==> config.mk <==
export PLATFORM = sky130hd
export DESIGN_NAME = fp_norm_seq
export DESIGN_NICKNAME = d
export VERILOG_FILES = /design/src/rtl/fp_norm_pkg.sv /design/src/rtl/fp_exp_step.sv /design/src/rtl/fp_norm_seq.sv
export SDC_FILE = /design/constraint.sdc
export NUM_CORES = 1
export LEC_CHECK = 0
export ABC_CLOCK_PERIOD_IN_PS = 10100
export CAP_MARGIN = 30
export CORE_AREA = 2 2 89 91
export DETAILED_ROUTE_END_ITERATION = 10
export DIE_AREA = 0 0 91 93
export PLACE_DENSITY = 0.84
export RECOVER_POWER = 50
export SYNTH_ARGS = -nofsm -noshare
export SYNTH_HDL_FRONTEND = slang
export SYNTH_SLANG_ARGS = --single-unit
==> constraint.sdc <==
create_clock -name clk -period 10.1 [get_ports clk]
set_clock_uncertainty 0.2 [all_clocks]
set_input_delay 1.01 -clock clk [delete_from_list [all_inputs] [get_ports clk]]
set_output_delay 1.01 -clock clk [all_outputs]
set_load 0.02 [all_outputs]
==> src/rtl/fp_norm_pkg.sv <==
// Shared types and constants for the single-precision post-add normalizer.
package fp_norm_pkg;

  localparam int EXP_W  = 8;
  localparam int MANT_W = 23;

  localparam logic [EXP_W-1:0] EXP_MAX      = {EXP_W{1'b1}};
  localparam logic [EXP_W-1:0] EXP_MIN_NORM = {{(EXP_W-1){1'b0}}, 1'b1};

  // IDLE : waiting for an operand
  // NORM : shifting mantissa / adjusting exponent
  // DONE : result presented, waiting for out_ready
  typedef enum logic [1:0] {IDLE, NORM, DONE} state_t;

  typedef logic [EXP_W-1:0]  exp_t;
  typedef logic [MANT_W+1:0] mant_t;

endpackage

==> src/rtl/fp_exp_step.sv <==
// Exponent step unit: res = a + step or a - step through a ripple full-adder
// chain. co is the carry-out when adding and the borrow-out when subtracting.
module fp_exp_step #(
  parameter int W = 8
) (
  input  logic [W-1:0] a,
  input  logic [W-1:0] step,
  input  logic         sub,
  output logic [W-1:0] res,
  output logic         co
);

  logic [W:0]   c;
  logic [W-1:0] b;

  assign b    = step ^ {W{sub}};
  assign c[0] = sub;

  for (genvar i = 0; i < W; i++) begin : g_fa
    assign res[i]  = a[i] ^ b[i] ^ c[i];
    assign c[i+1]  = (a[i] & b[i]) | (c[i] & (a[i] ^ b[i]));
  end

  // Subtraction via two's complement: borrow is the inverted carry.
  assign co = sub ? ~c[W] : c[W];

endmodule

==> src/rtl/fp_norm_seq.sv <==
// Sequential normalizer for the single-precision add/sub datapath.
// Optional build macro FP_NORM_FAST_LZC_EN: whole left shift in one NORM cycle
// using a leading-zero count; results are bit-identical to the iterative mode.
module fp_norm_seq
  import fp_norm_pkg::*;
#(
  parameter int EXP_W  = fp_norm_pkg::EXP_W,
  parameter int MANT_W = fp_norm_pkg::MANT_W
) (
  input  logic              clk,
  input  logic              rst_n,
  input  logic              in_valid,
  output logic              in_ready,
  input  logic              in_sign,
  input  logic [EXP_W-1:0]  in_exp,
  input  logic [MANT_W+1:0] in_mant,
  output logic              out_valid,
  input  logic              out_ready,
  output logic              out_sign,
  output logic [EXP_W-1:0]  out_exp,
  output logic [MANT_W-1:0] out_mant,
  output logic              out_ovf,
  output logic              out_unf,
  output logic              out_zero
);

  localparam logic [EXP_W-1:0] EMAX = {EXP_W{1'b1}};
  localparam logic [EXP_W-1:0] EONE = {{(EXP_W-1){1'b0}}, 1'b1};

  state_t state, state_nxt;

  logic              sign_r;
  logic [EXP_W-1:0]  exp_r;
  logic [MANT_W+1:0] mant_r;

  logic [EXP_W-1:0]  step_amt;
  logic              step_sub;
  logic [EXP_W-1:0]  step_res;
  logic              step_co;

  logic [EXP_W-1:0]  nxt_exp;
  logic [MANT_W+1:0] nxt_mant;
  logic              fin;
  logic              f_ovf, f_unf, f_zero;

  fp_exp_step #(.W(EXP_W)) u_step (
    .a    (exp_r),
    .step (step_amt),
    .sub  (step_sub),
    .res  (step_res),
    .co   (step_co)
  );

`ifdef FP_NORM_FAST_LZC_EN
  logic [EXP_W-1:0] lz;

  // Leading zeros above the hidden bit; only meaningful for a nonzero mantissa.
  always_comb begin
    lz = '0;
    for (int i = 0; i <= MANT_W; i++) begin
      if (mant_r[i]) lz = EXP_W'(MANT_W - i);
    end
  end
`endif

  // Step unit operands: +1 on carry, otherwise a decrement by the shift amount.
  always_comb begin
    step_sub = ~mant_r[MANT_W+1];
    step_amt = EONE;
`ifdef FP_NORM_FAST_LZC_EN
    if (!mant_r[MANT_W+1]) begin
      if (lz < exp_r) step_amt = lz;
      else            step_amt = exp_r - 1'b1;
    end
`endif
  end

  // One normalization step, rules checked in priority order.
  always_comb begin
    nxt_exp  = exp_r;
    nxt_mant = mant_r;
    fin      = 1'b0;
    f_ovf    = 1'b0;
    f_unf    = 1'b0;
    f_zero   = 1'b0;
    if (exp_r == EMAX) begin
      fin = 1'b1;
    end else if (mant_r == '0) begin
      nxt_exp  = '0;
      nxt_mant = '0;
      f_zero   = 1'b1;
      fin      = 1'b1;
    end else if (mant_r[MANT_W+1]) begin
      nxt_mant = mant_r >> 1;
      nxt_exp  = step_res;
      fin      = 1'b1;
      if (step_res == EMAX || step_co) begin
        nxt_exp  = EMAX;
        nxt_mant = '0;
        f_ovf    = 1'b1;
      end
    end else if (mant_r[MANT_W]) begin
      fin = 1'b1;
    end else if (exp_r == '0) begin
      fin = 1'b1;
    end else if (exp_r == EONE) begin
      nxt_exp = '0;
      f_unf   = 1'b1;
      fin     = 1'b1;
    end else begin
`ifdef FP_NORM_FAST_LZC_EN
      // Shift clamped at exp-1 lands on exp==1 with hidden=0: denormal result.
      fin      = 1'b1;
      nxt_mant = mant_r << step_amt;
      if (lz < exp_r) begin
        nxt_exp = step_res;
      end else begin
        nxt_exp = '0;
        f_unf   = 1'b1;
      end
`else
      nxt_mant = mant_r << 1;
      nxt_exp  = step_res;
`endif
    end
  end

  // State register.
  always_ff @(posedge clk or negedge rst_n) begin
    if (!rst_n) state <= IDLE;
    else        state <= state_nxt;
  end

  // Next-state logic.
  always_comb begin
    state_nxt = state;
    case (state)
      IDLE:    if (in_valid)              state_nxt = NORM;
      NORM:    if (fin)                   state_nxt = DONE;
      DONE:    if (out_valid && out_ready) state_nxt = IDLE;
      default:                            state_nxt = IDLE;
    endcase
  end

  // FSM outputs.
  always_comb begin
    in_ready = (state == IDLE);
  end

  // Working registers and registered result; out_valid rises one edge after DONE entry.
  always_ff @(posedge clk or negedge rst_n) begin
    if (!rst_n) begin
      sign_r    <= 1'b0;
      exp_r     <= '0;
      mant_r    <= '0;
      out_valid <= 1'b0;
      out_sign  <= 1'b0;
      out_exp   <= '0;
      out_mant  <= '0;
      out_ovf   <= 1'b0;
      out_unf   <= 1'b0;
      out_zero  <= 1'b0;
    end else begin
      case (state)
        IDLE: begin
          if (in_valid) begin
            sign_r <= in_sign;
            exp_r  <= in_exp;
            mant_r <= in_mant;
          end
        end
        NORM: begin
          exp_r  <= nxt_exp;
          mant_r <= nxt_mant;
          if (fin) begin
            out_sign <= sign_r;
            out_exp  <= nxt_exp;
            out_mant <= nxt_mant[MANT_W-1:0];
            out_ovf  <= f_ovf;
            out_unf  <= f_unf;
            out_zero <= f_zero;
          end
        end
        DONE: begin
          if (!out_valid)     out_valid <= 1'b1;
          else if (out_ready) out_valid <= 1'b0;
        end
        default: out_valid <= 1'b0;
      endcase
    end
  end

endmodule

Word-level counts from Yosys, hierarchy flattened
Index checks and enable logic that the tools add are counted.
{"block": "op_classes", "n_addsub": 0, "multipliers": 0, "n_div": 0, "magnitude_cmp": 0, "n_eq_ne": 9, "n_shift": 0, "mux": 43, "bitwise": 42, "n_reduce_logical": 12}
{"operator": "25-bit two-way mux", "n": 4}
{"operator": "24-bit two-way mux", "n": 4}
{"operator": "8-bit two-way mux", "n": 8}
{"operator": "25-bit one-hot mux with 2 select lines", "n": 1}
{"operator": "25-bit zero test", "n": 1}
{"operator": "1-bit two-way mux", "n": 20}
{"operator": "1-bit bitwise AND", "n": 16}
{"operator": "8-bit equality test (second input constant)", "n": 2}
{"operator": "8-bit one-hot mux with 2 select lines", "n": 1}
{"operator": "1-bit XOR", "n": 16}
{"operator": "8-bit by 1-bit equality test with 1-bit output (second input constant)", "n": 1}
{"operator": "8-bit zero test", "n": 1}
{"operator": "2-bit inequality test (second input constant)", "n": 4}
{"operator": "1-bit bitwise OR", "n": 8}
{"operator": "2-bit two-way mux", "n": 3}
{"operator": "2-bit one-hot mux with 3 select lines", "n": 1}
{"operator": "2-bit AND reduction", "n": 3}
{"operator": "3-bit AND reduction", "n": 2}
{"operator": "2-bit by 1-bit equality test with 1-bit output (second input constant)", "n": 1}
{"operator": "2-bit equality test (second input constant)", "n": 1}
{"operator": "2-bit zero test", "n": 1}
{"operator": "1-bit inverter", "n": 2}
{"operator": "1-bit one-hot mux with 2 select lines", "n": 1}
{"operator": "2-bit nonzero test", "n": 1}
{"operator": "other kinds (3)", "n": 3}
{"block": "word_totals", "ff_bits": 72, "latch_bits": 0, "ram_bits": 0, "rom_bits": 0, "in_bits": 38, "output_inout_bits": 37, "word_cells": 118, "mem_count": 0}

Depth between registers and ports, before layout
Gate-level depths: netlist (run 1).
{"block": "depth", "ltp_word": 25, "depth_mapped": 17, "ltp_nobuf": 15}

Cells and area by module
Synthesis (run 1) repeated with hierarchy kept, for this count alone.
{"block": "hier_totals", "hier_cells": 419, "area_unflattened_um2": 4197.8}
{"mod": "fp_norm_seq", "n_inst": 1, "cells_each": 388, "area_per_inst_um2": 3907.5, "seq_area_each_um2": 1801.7}
{"mod": "fp_exp_step", "n_inst": 1, "cells_each": 31, "area_per_inst_um2": 290.3, "seq_area_each_um2": 0.0}

Least setup slack after synthesis (run 1)
OpenSTA, ideal clock, no wires.
{"block": "synth_timing", "path_kind": "flip-flop to flip-flop", "startpoint": "register mant_r[24]", "endpoint": "register out_mant[6]", "setup_time_ns": 0.128, "t_arrival_ns": 5.276, "required_ns": 9.772, "slack_ns": 4.497, "path_stages_with_launch": 18, "n_path_buf": 2, "period_less_slack_ns": 5.603, "cell_sequence": "dfrtp_1 buf_2 inv_1 ha_1 or2_2 fa_1 fa_1 fa_1 fa_1 fa_1 fa_1 fa_1 nand4_1 o21a_1 clkbuf_1 a222oi_1 o21ai_0 mux2_1"}
{"block": "synth_between", "elab_chain_len": 24, "word_cells_on_any_way": 54, "cone_classes": "1 x eq/ne; 8 x mux; 42 x bitwise; 3 x reduce/logical"}
{"item": "start, declared", "line_no": "fp_norm_seq.sv:34", "rtl": "logic [MANT_W+1:0] mant_r;"}
{"item": "start signal, assigned", "line_no": "fp_norm_seq.sv:169", "rtl": "mant_r <= in_mant;"}
{"item": "start signal, assigned", "line_no": "fp_norm_seq.sv:174", "rtl": "mant_r <= nxt_mant;"}
{"item": "1-bit XOR / 1-bit inverter (equally long branches)", "line_no": "fp_exp_step.sv:20, fp_exp_step.sv:21, fp_norm_seq.sv:68"}
{"item": "1-bit bitwise AND", "line_no": "fp_exp_step.sv:21", "rtl": "assign c[i+1] = (a[i] & b[i]) | (c[i] & (a[i] ^ b[i]));"}
{"item": "1-bit bitwise OR", "line_no": "fp_exp_step.sv:21"}
{"item": "1-bit bitwise AND", "line_no": "fp_exp_step.sv:21"}
{"item": "1-bit bitwise OR", "line_no": "fp_exp_step.sv:21"}
{"item": "1-bit bitwise AND", "line_no": "fp_exp_step.sv:21"}
{"item": "1-bit bitwise OR", "line_no": "fp_exp_step.sv:21"}
{"item": "1-bit bitwise AND", "line_no": "fp_exp_step.sv:21"}
{"item": "[8 not listed]"}
{"item": "1-bit bitwise OR", "line_no": "fp_exp_step.sv:21"}
{"item": "1-bit inverter", "line_no": "fp_exp_step.sv:25", "rtl": "assign co = sub ? ~c[W] : c[W];"}
{"item": "1-bit two-way mux", "line_no": "fp_exp_step.sv:25"}
{"item": "1-bit logical OR", "line_no": "fp_norm_seq.sv:97", "rtl": "if (step_res == EMAX || step_co) begin"}
{"item": "24-bit two-way mux", "line_no": "fp_norm_seq.sv:97"}
{"item": "25-bit two-way mux", "line_no": "fp_norm_seq.sv:93", "rtl": "end else if (mant_r[MANT_W+1]) begin"}
{"item": "25-bit two-way mux", "line_no": "fp_norm_seq.sv:88", "rtl": "end else if (mant_r == '0) begin"}
{"item": "25-bit two-way mux", "line_no": "fp_norm_seq.sv:86", "rtl": "if (exp_r == EMAX) begin"}
{"item": "end signal, assigned", "line_no": "fp_norm_seq.sv:178", "rtl": "out_mant <= nxt_mant[MANT_W-1:0];"}
{"item": "end, declared", "line_no": "fp_norm_seq.sv:21", "rtl": "output logic [MANT_W-1:0] out_mant,"}
Several ways; a longest one is shown, not always the timed one. The select of a mux whose other input is x is not followed.
A chain may end at the register's enable or synchronous reset.

Worst setup path in the final report (run 1)
Same ends and word-level chain as after synthesis.

==> results.json, run 1 <==
{
  "run_status": "finished with violations",
  "violations": "max-capacitance violations, max-slew violations",
  "yosys.area_share.xor_xnor": 0,
  "maximum_number_of_pins_on_one_net_before_global_route_repair": 73,
  "cap_viol_max_count": 1,
  "io_pins": 75,
  "worst_slew_pin_tran_ps": 3850,
  "ys.warnings.count": 0,
  "end_kind": "register",
  "sink_count_of_the_clock_tree": 72,
  "total_leakage_power_nw": 2.06,
  "dominantRegCellSynth": "dfrtp_1",
  "vias_per_cell": 6.59,
  "count_of_routing_violations_after_the_opening_detailed_route_iteration": 359,
  "crit_chain": "inv_1 > ha_1 > or2_2 > fa_1 > fa_1 > fa_1 > fa_1 > fa_1 > fa_1 > fa_1 > nand4_1 > o21a_1 > a222oi_1 > o21ai_0 > mux2_1",
  "wire_length_after_detailed_routing_um": 11600,
  "critPathTopFamily": "adder cells",
  "yosysTopAreaCellShare": 0.433,
  "synth_compound_gate_area_share": 0.238,
  "floorplan.die_area_um2": 8460,
  "worst_setup_hold_path_clk_slew_ps": 80,
  "synth_area_leaders": "dfrtp_1 43%, mux2i_1 7.0%, a222oi_1 5.1%, mux2_2 4.6%, a21oi_1 3.5%",
  "buffer_ports.inserted": 74,
  "cp_slowest_stage_delay_ps": 720,
  "comb_power_share": 0.575,
  "unrepaired_setup_endpoints_after_global_routing": "false",
  "grt_pass1_wl_um": 19100,
  "route.antenna.remaining_nets": 0,
  "cts.repair.resized": 0,
  "critPathMostFrequentCell": "fa_1",
  "dr_wl_met2_um": 5740,
  "p_sw_w": 0.000906,
  "met3WireLength_um": 816,
  "clkPwrFrac": 0.106,
  "detailedRoute.firstPassIterationCount": 7,
  "cp_data_required_time_ps": 10140,
  "route.detailed.drc": 0,
  "placeableCoreArea_um2": 7530,
  "report.final.hold_viol_count": 0,
  "mappedNetlistNets": 453,
  "cts_tree": "built",
  "syn-mean-instance-area_um2": 10.2,
  "timing.critical_path.buf_inv": 1,
  "slew_violations": 73,
  "ctsHtreeMaxLevel": 3,
  "finalWorstPathRequiredPeriod_ps": 6550,
  "start_util": 0.553,
  "multiInputGateArea_um2": 2190,
  "num_antenna_cells": 0,
  "timing.hold.worst.class": "register to register",
  "critical_path_peak_fanout": 21,
  "globalplace.congestion": 0.894,
  "synth.most_common_cell": "dfrtp_1",
  "fmaxAchievable_mhz": 153,
  "grt_antenna_before_repair": 0,
  "hold_bufs_at_cts": 0,
  "track_usage": 0.285,
  "synth_top_family_by_area": "compound AO/OA/AOI/OAI gates",
  "critical_path_arrival_ps": 6590,
  "grt_overflow_total": 0,
  "setup_slack_ps": 3550,
  "hpwl_um": 8110,
  "area_growth_syn_to_layout_pct": 22.4,
  "sw_frac_of_total": 0.470,
  "register_area_um2": 1800,
  "power.sequential.fraction": 0.318,
  "insertion_delay_of_the_later_clocked_pin_in_the_worst_skew_pair_ps": 350,
  "fill_cells": 623,
  "syn-instance-count": 406,
  "synth.area.mux_share": 0.121,
  "post_synth_most_frequent_cells": "72 x dfrtp_1, 34 x nand2_1, 29 x a21oi_1, 29 x mux2i_1, 26 x o21ai_0",
  "netlist_area_um2": 4160,
  "routedLengthMet1_um": 4840,
  "yosys_register_bits": 72,
  "worst_ir_drop_vdd_v": 0.000183,
  "finish.net_count": 512,
  "wire_per_inst_um": 20.4,
  "period_share": 0.648,
  "synth_simple_gate_area_frac": 0.126,
  "topRoutingLayerUsed": "met4",
  "setup_viol_count_final": 0,
  "clock_tree.root_cell": "clkbuf_8",
  "crit_path_top_delay_cell": "dfrtp_1",
  "power.internal_w": 0.00102,
  "floorplan.die.height_um": 93,
  "timing.slew.headroom": -1.56,
  "cellPowerDensity_nw_per_um2": 379,
  "fin_tns_setup_ps": 0,
  "cp_class": "register to register",
  "synth_fa_ha_area_frac": 0.0397,
  "yosysSeqAreaShare": 0.433,
  "fp-row-count": 32,
  "via_count_of_the_first_global_routing_pass": 3756,
  "cts_inserted_buffers": 9,
  "postCtsSetupRepairBufs": 0,
  "detailedPlace.worstSlack_ps": 3650,
  "async_reset_ff_frac": 1.00,
  "setup.worst_path.start_class": "register",
  "post-synth-top-area-cell": "dfrtp_1",
  "proportion_of_layout_cells_with_a_drive_suffix_above_1": 0.104,
  "dieWidth_um": 91,
  "detailroute.via_count": 3770,
  "ctsLongestPathBuffers": 2,
  "synth.distinct_cells": 58,
  "synth_enable_flop_cells": 0
}
[stage by stage]
stage           util  power [W]  instance area (um2)  hold WS, ps  cells
4_1_cts        0.677    0.00193                 5100          296    572
2_1_floorplan      -    0.00134                 4160          240    406
5_1_grt        0.677    0.00205                 5090          317    572
3_3_place_gp   0.652    0.00169                 4910          264    555
3_5_place_dp   0.654    0.00172                 4930          279    556
6_report       0.677    0.00193                 5090          297    572
[registers in the layout (all words and copies together) (netlist names)]
| signal | cells |
|---|---|
| out_ovf | 1 |
| out_unf | 1 |
| out_sign | 1 |
| out_exp | 8 |
| out_zero | 1 |
| exp_r | 8 |
| sign_r | 1 |
| out_valid | 1 |
| out_mant | 23 |
| state | 2 |
| mant_r | 25 |
[worst paths after layout]
path / cells after the start / slack, ps / startpoint / endpoint
worst min-delay path: 2 / 300 / sign_r / sign_r
worst min register to register: 2 / 300 / sign_r / sign_r
worst max register to register: 15 / 3550 / mant_r[24] / out_mant[6]
min in group asynchronous: 2 / 1870 / rst_n / exp_r[2]
max in group asynchronous: 2 / 5640 / rst_n / exp_r[5]
worst max-delay path: 15 / 3550 / mant_r[24] / out_mant[6]
[layout by cell type (no fill, tap or decap), types with 9 or more instances in the layout]
cell type / n
dfrtp_1: 72
clkdlybuf4s50_1: 56
nand2_1: 35
a21oi_1: 29
mux2i_1: 29
o21ai_0: 25
a222oi_1: 21
nor2_1: 17
mux2_2: 17
dlygate4sd3_1: 17
or3_1: 11
clkbuf_8: 9
[routing by layer]
metal	global-route usage	up-vias
li1	-	1686
met1	0.369	1877
met2	0.477	185
met3	0.0596	22
met4	0.101	0
met5	0	-
[logic make-up after synthesis]
| group | count (synthesis) |
|---|---|
| compound gates | 137 |
| simple gates | 103 |
| flops | 72 |
| mux | 48 |
| buf+inv | 37 |
| fa+ha+maj | 9 |
[worst register-to-register path: cells and delay by family, from the launching register on]
kind	cells	cell delay, ps
simple gates	2	430
mux	1	300
flops	1	720
fa+ha+maj	8	3210
compound gates	3	1150
buf+inv	1	440
[power by group through the flow]
stage	Sequential (W)	Clock, W	Combinational (W)
final	0.000614	0.000205	0.00111
after global routing	0.000636	0.000220	0.00120
after CTS	0.000611	0.000210	0.00111
after global placement	0.000611	0	0.00108
after detailed placement	0.000614	0	0.00110
after floorplan	0.000623	0	0.000720
[cell type report]
cell class | count | share of cell area
multi-input combinational | 297 | 0.430
sequential | 72 | 0.354
timing repair buffer | 79 | 0.153
inverter | 6 | 0.00442
tap | 102 | 0.0251
clock inverter | 6 | 0.00885
clock buffer | 10 | 0.0251
Power figures use the tool's default switching activity.
==> run 2, diff against run 1 <==
- ABC_CLOCK_PERIOD_IN_PS: 10100 -> 6010
- CORE_AREA: 2 2 89 91 -> 2 2 97 99
- DIE_AREA: 0 0 91 93 -> 0 0 99 101
- PLACE_DENSITY: 0.84 -> 0.75
- clock period: 10.1 -> 6.01 ns (I/O delays scaled with it)
==> run 2 against run 1 <==
The run still ends with max-capacitance violations, max-slew violations left. Sequential power increased by 66%. Global-route usage decreased by 3.6 points. Utilization decreased by 9.5 points. Via count decreased by 0.72%. Sequential share of layout area decreased by 0.87 points. Combinational power increased by 69%. Worst setup slack got worse by 3200 ps. Critical path type unchanged. Critical endpoint is now out_mant[13].
==> results.json, run 2 (synthesis gave the netlist of run 1 again) <==
{
  "track_usage": 0.248,
  "total_leakage_power_nw": 2.14,
  "power.sequential.fraction": 0.297,
  "postCtsSetupRepairBufs": 0,
  "proportion_of_layout_cells_with_a_drive_suffix_above_1": 0.110,
  "crit_path_top_delay_cell": "fa_1",
  "maximum_number_of_pins_on_one_net_before_global_route_repair": 73,
  "count_of_routing_violations_after_the_opening_detailed_route_iteration": 255,
  "hold_bufs_at_cts": 0,
  "layout.cells.most_common_list": "72 x dfrtp_1, 57 x clkdlybuf4s50_1, 34 x nand2_1",
  "violations": "max-capacitance violations, max-slew violations",
  "wire_length_after_detailed_routing_um": 11900,
  "unrepaired_setup_endpoints_after_global_routing": "false",
  "finalWorstPathRequiredPeriod_ps": 5630,
  "cts_inserted_buffers": 9,
  "largest_register_ff_count": 25,
  "setup.reg_to_reg.worst_slack_ps": 380,
  "cp_data_required_time_ps": 6050,
  "report.final.hold_viol_count": 0,
  "finish.net_count": 515,
  "end_kind": "register",
  "crit_chain": "ha_1 > or2_2 > fa_1 > fa_1 > fa_1 > fa_1 > fa_1 > fa_1 > fa_1 > nand4_1 > o21a_1 > buf_4 > a222oi_1 > o21ai_1 > mux2_2",
  "worst_slew_pin_tran_ps": 3950,
  "fill_cells": 771,
  "worst_setup_hold_path_clk_slew_ps": 70,
  "fin_tns_setup_ps": 0,
  "insertion_delay_of_the_later_clocked_pin_in_the_worst_skew_pair_ps": 360,
  "cts_tree": "built",
  "hpwl_um": 8280,
  "comb_power_share": 0.550,
  "floorplan.die.height_um": 101,
  "slew_violations": 73,
  "most_common_cell_after_layout_fill_and_taps_aside": "dfrtp_1",
  "vias_per_cell": 6.42,
  "worst_ir_drop_vdd_v": 0.000259,
  "cellPowerDensity_nw_per_um2": 656,
  "fp-row-count": 35,
  "ctsLongestPathBuffers": 2,
  "fmaxAchievable_mhz": 178,
  "dieWidth_um": 99,
  "grt_antenna_before_repair": 0,
  "setup_viol_count_final": 0,
  "ctsHtreeMaxLevel": 3,
  "grt_overflow_total": 0,
  "floorplan.die_area_um2": 10000,
  "critPathMostFrequentCell": "fa_1",
  "io_pins": 75,
  "clkPwrFrac": 0.153,
  "cp_class": "register to register",
  "wire_per_inst_um": 20.4,
  "clock_tree.root_cell": "clkbuf_8",
  "cp_slowest_stage_delay_ps": 540,
  "setup.worst_path.start_class": "register",
  "fin_cells": 583,
  "via_count_of_the_first_global_routing_pass": 3841,
  "p_sw_w": 0.00152,
  "largest_registers": "mant_r (25), out_mant (23)",
  "sink_count_of_the_clock_tree": 72,
  "detailedRoute.firstPassIterationCount": 9,
  "timing.hold.worst.class": "register to register",
  "area_growth_syn_to_layout_pct": 25.5,
  "cts.repair.resized": 0,
  "power.internal_w": 0.00190,
  "buffer_ports.inserted": 74,
  "largest-register": "mant_r",
  "grt_pass1_wl_um": 19700,
  "placeableCoreArea_um2": 8980,
  "globalplace.congestion": 0.971,
  "critical_path_arrival_ps": 5670,
  "critical_path_peak_fanout": 12,
  "timing.slew.headroom": -1.63,
  "sw_frac_of_total": 0.445,
  "cap_viol_max_count": 1,
  "route.antenna.remaining_nets": 0,
  "start_util": 0.463,
  "run_status": "finished with violations",
  "detailroute.via_count": 3743,
  "place_inst": 568,
  "route.detailed.drc": 0,
  "period_share": 0.936,
  "num_antenna_cells": 0
}
run 2: critical path, delay by kind of cell, from the launching register on:
family	cells	cell delay, ps
DFF	1	450
and+or+nand+nor	2	430
adders and majority gates	8	3090
AOI/OAI and AO/OA	3	840
buffers and inverters	1	250
muxes	1	270
run 2: layout make-up:
class / count / area, um2 / area share
clock buffers: 10 / 138 / 0.0264
inverters: 6 / 22.5 / 0.00431
clock inverters: 5 / 129 / 0.0247
multi-input cells: 297 / 2190 / 0.420
flip-flops and latches: 72 / 1800 / 0.345
repair buffers: 82 / 800 / 0.153
well taps: 111 / 139 / 0.0266
run 2: final timing paths:
| path | startpoint | endpoint | depth (start not counted) |
|---|---|---|---|
| max reg2reg | exp_r[0] | out_mant[13] | 15 |
| min | sign_r | sign_r | 2 |
| min reg2reg | sign_r | sign_r | 2 |
| min in group asynchronous | rst_n | exp_r[4] | 2 |
| max in group asynchronous | rst_n | exp_r[1] | 2 |
| max | exp_r[0] | out_mant[13] | 15 |
run 2: layer usage:
layer  wire length [um]  part of all wire  track usage
met4                406             0.034        0.114
met5                  0                 0            0
met1               5110              0.43        0.328
met3                728             0.061       0.0492
met2               5660              0.48        0.397
run 2: per-stage QoR:
| step | setup slack, ps | utilization | hold slack (ps) | cell area (um2) | total power [W] |
|---|---|---|---|---|---|
| 6_report | 383 | 0.581 | 282 | 5220 | 0.00342 |
| 5_1_grt | 119 | 0.581 | 323 | 5220 | 0.00365 |
| 4_1_cts | 422 | 0.582 | 283 | 5230 | 0.00343 |
| 3_5_place_dp | 417 | 0.552 | 265 | 4960 | 0.00290 |
| 3_3_place_gp | 597 | 0.551 | 256 | 4940 | 0.00286 |
| 2_1_floorplan | 407 | - | 105 | 4160 | 0.00226 |
run 2: power by group through the flow:
stage / Combinational [W] / Clock [W] / Sequential [W]
after floorplan: 0.00121 / 0 / 0.00105
after detailed placement: 0.00188 / 0 / 0.00102
final: 0.00188 / 0.000522 / 0.00102
after global placement: 0.00184 / 0 / 0.00102
after global routing: 0.00205 / 0.000550 / 0.00106
after CTS: 0.00189 / 0.000527 / 0.00102
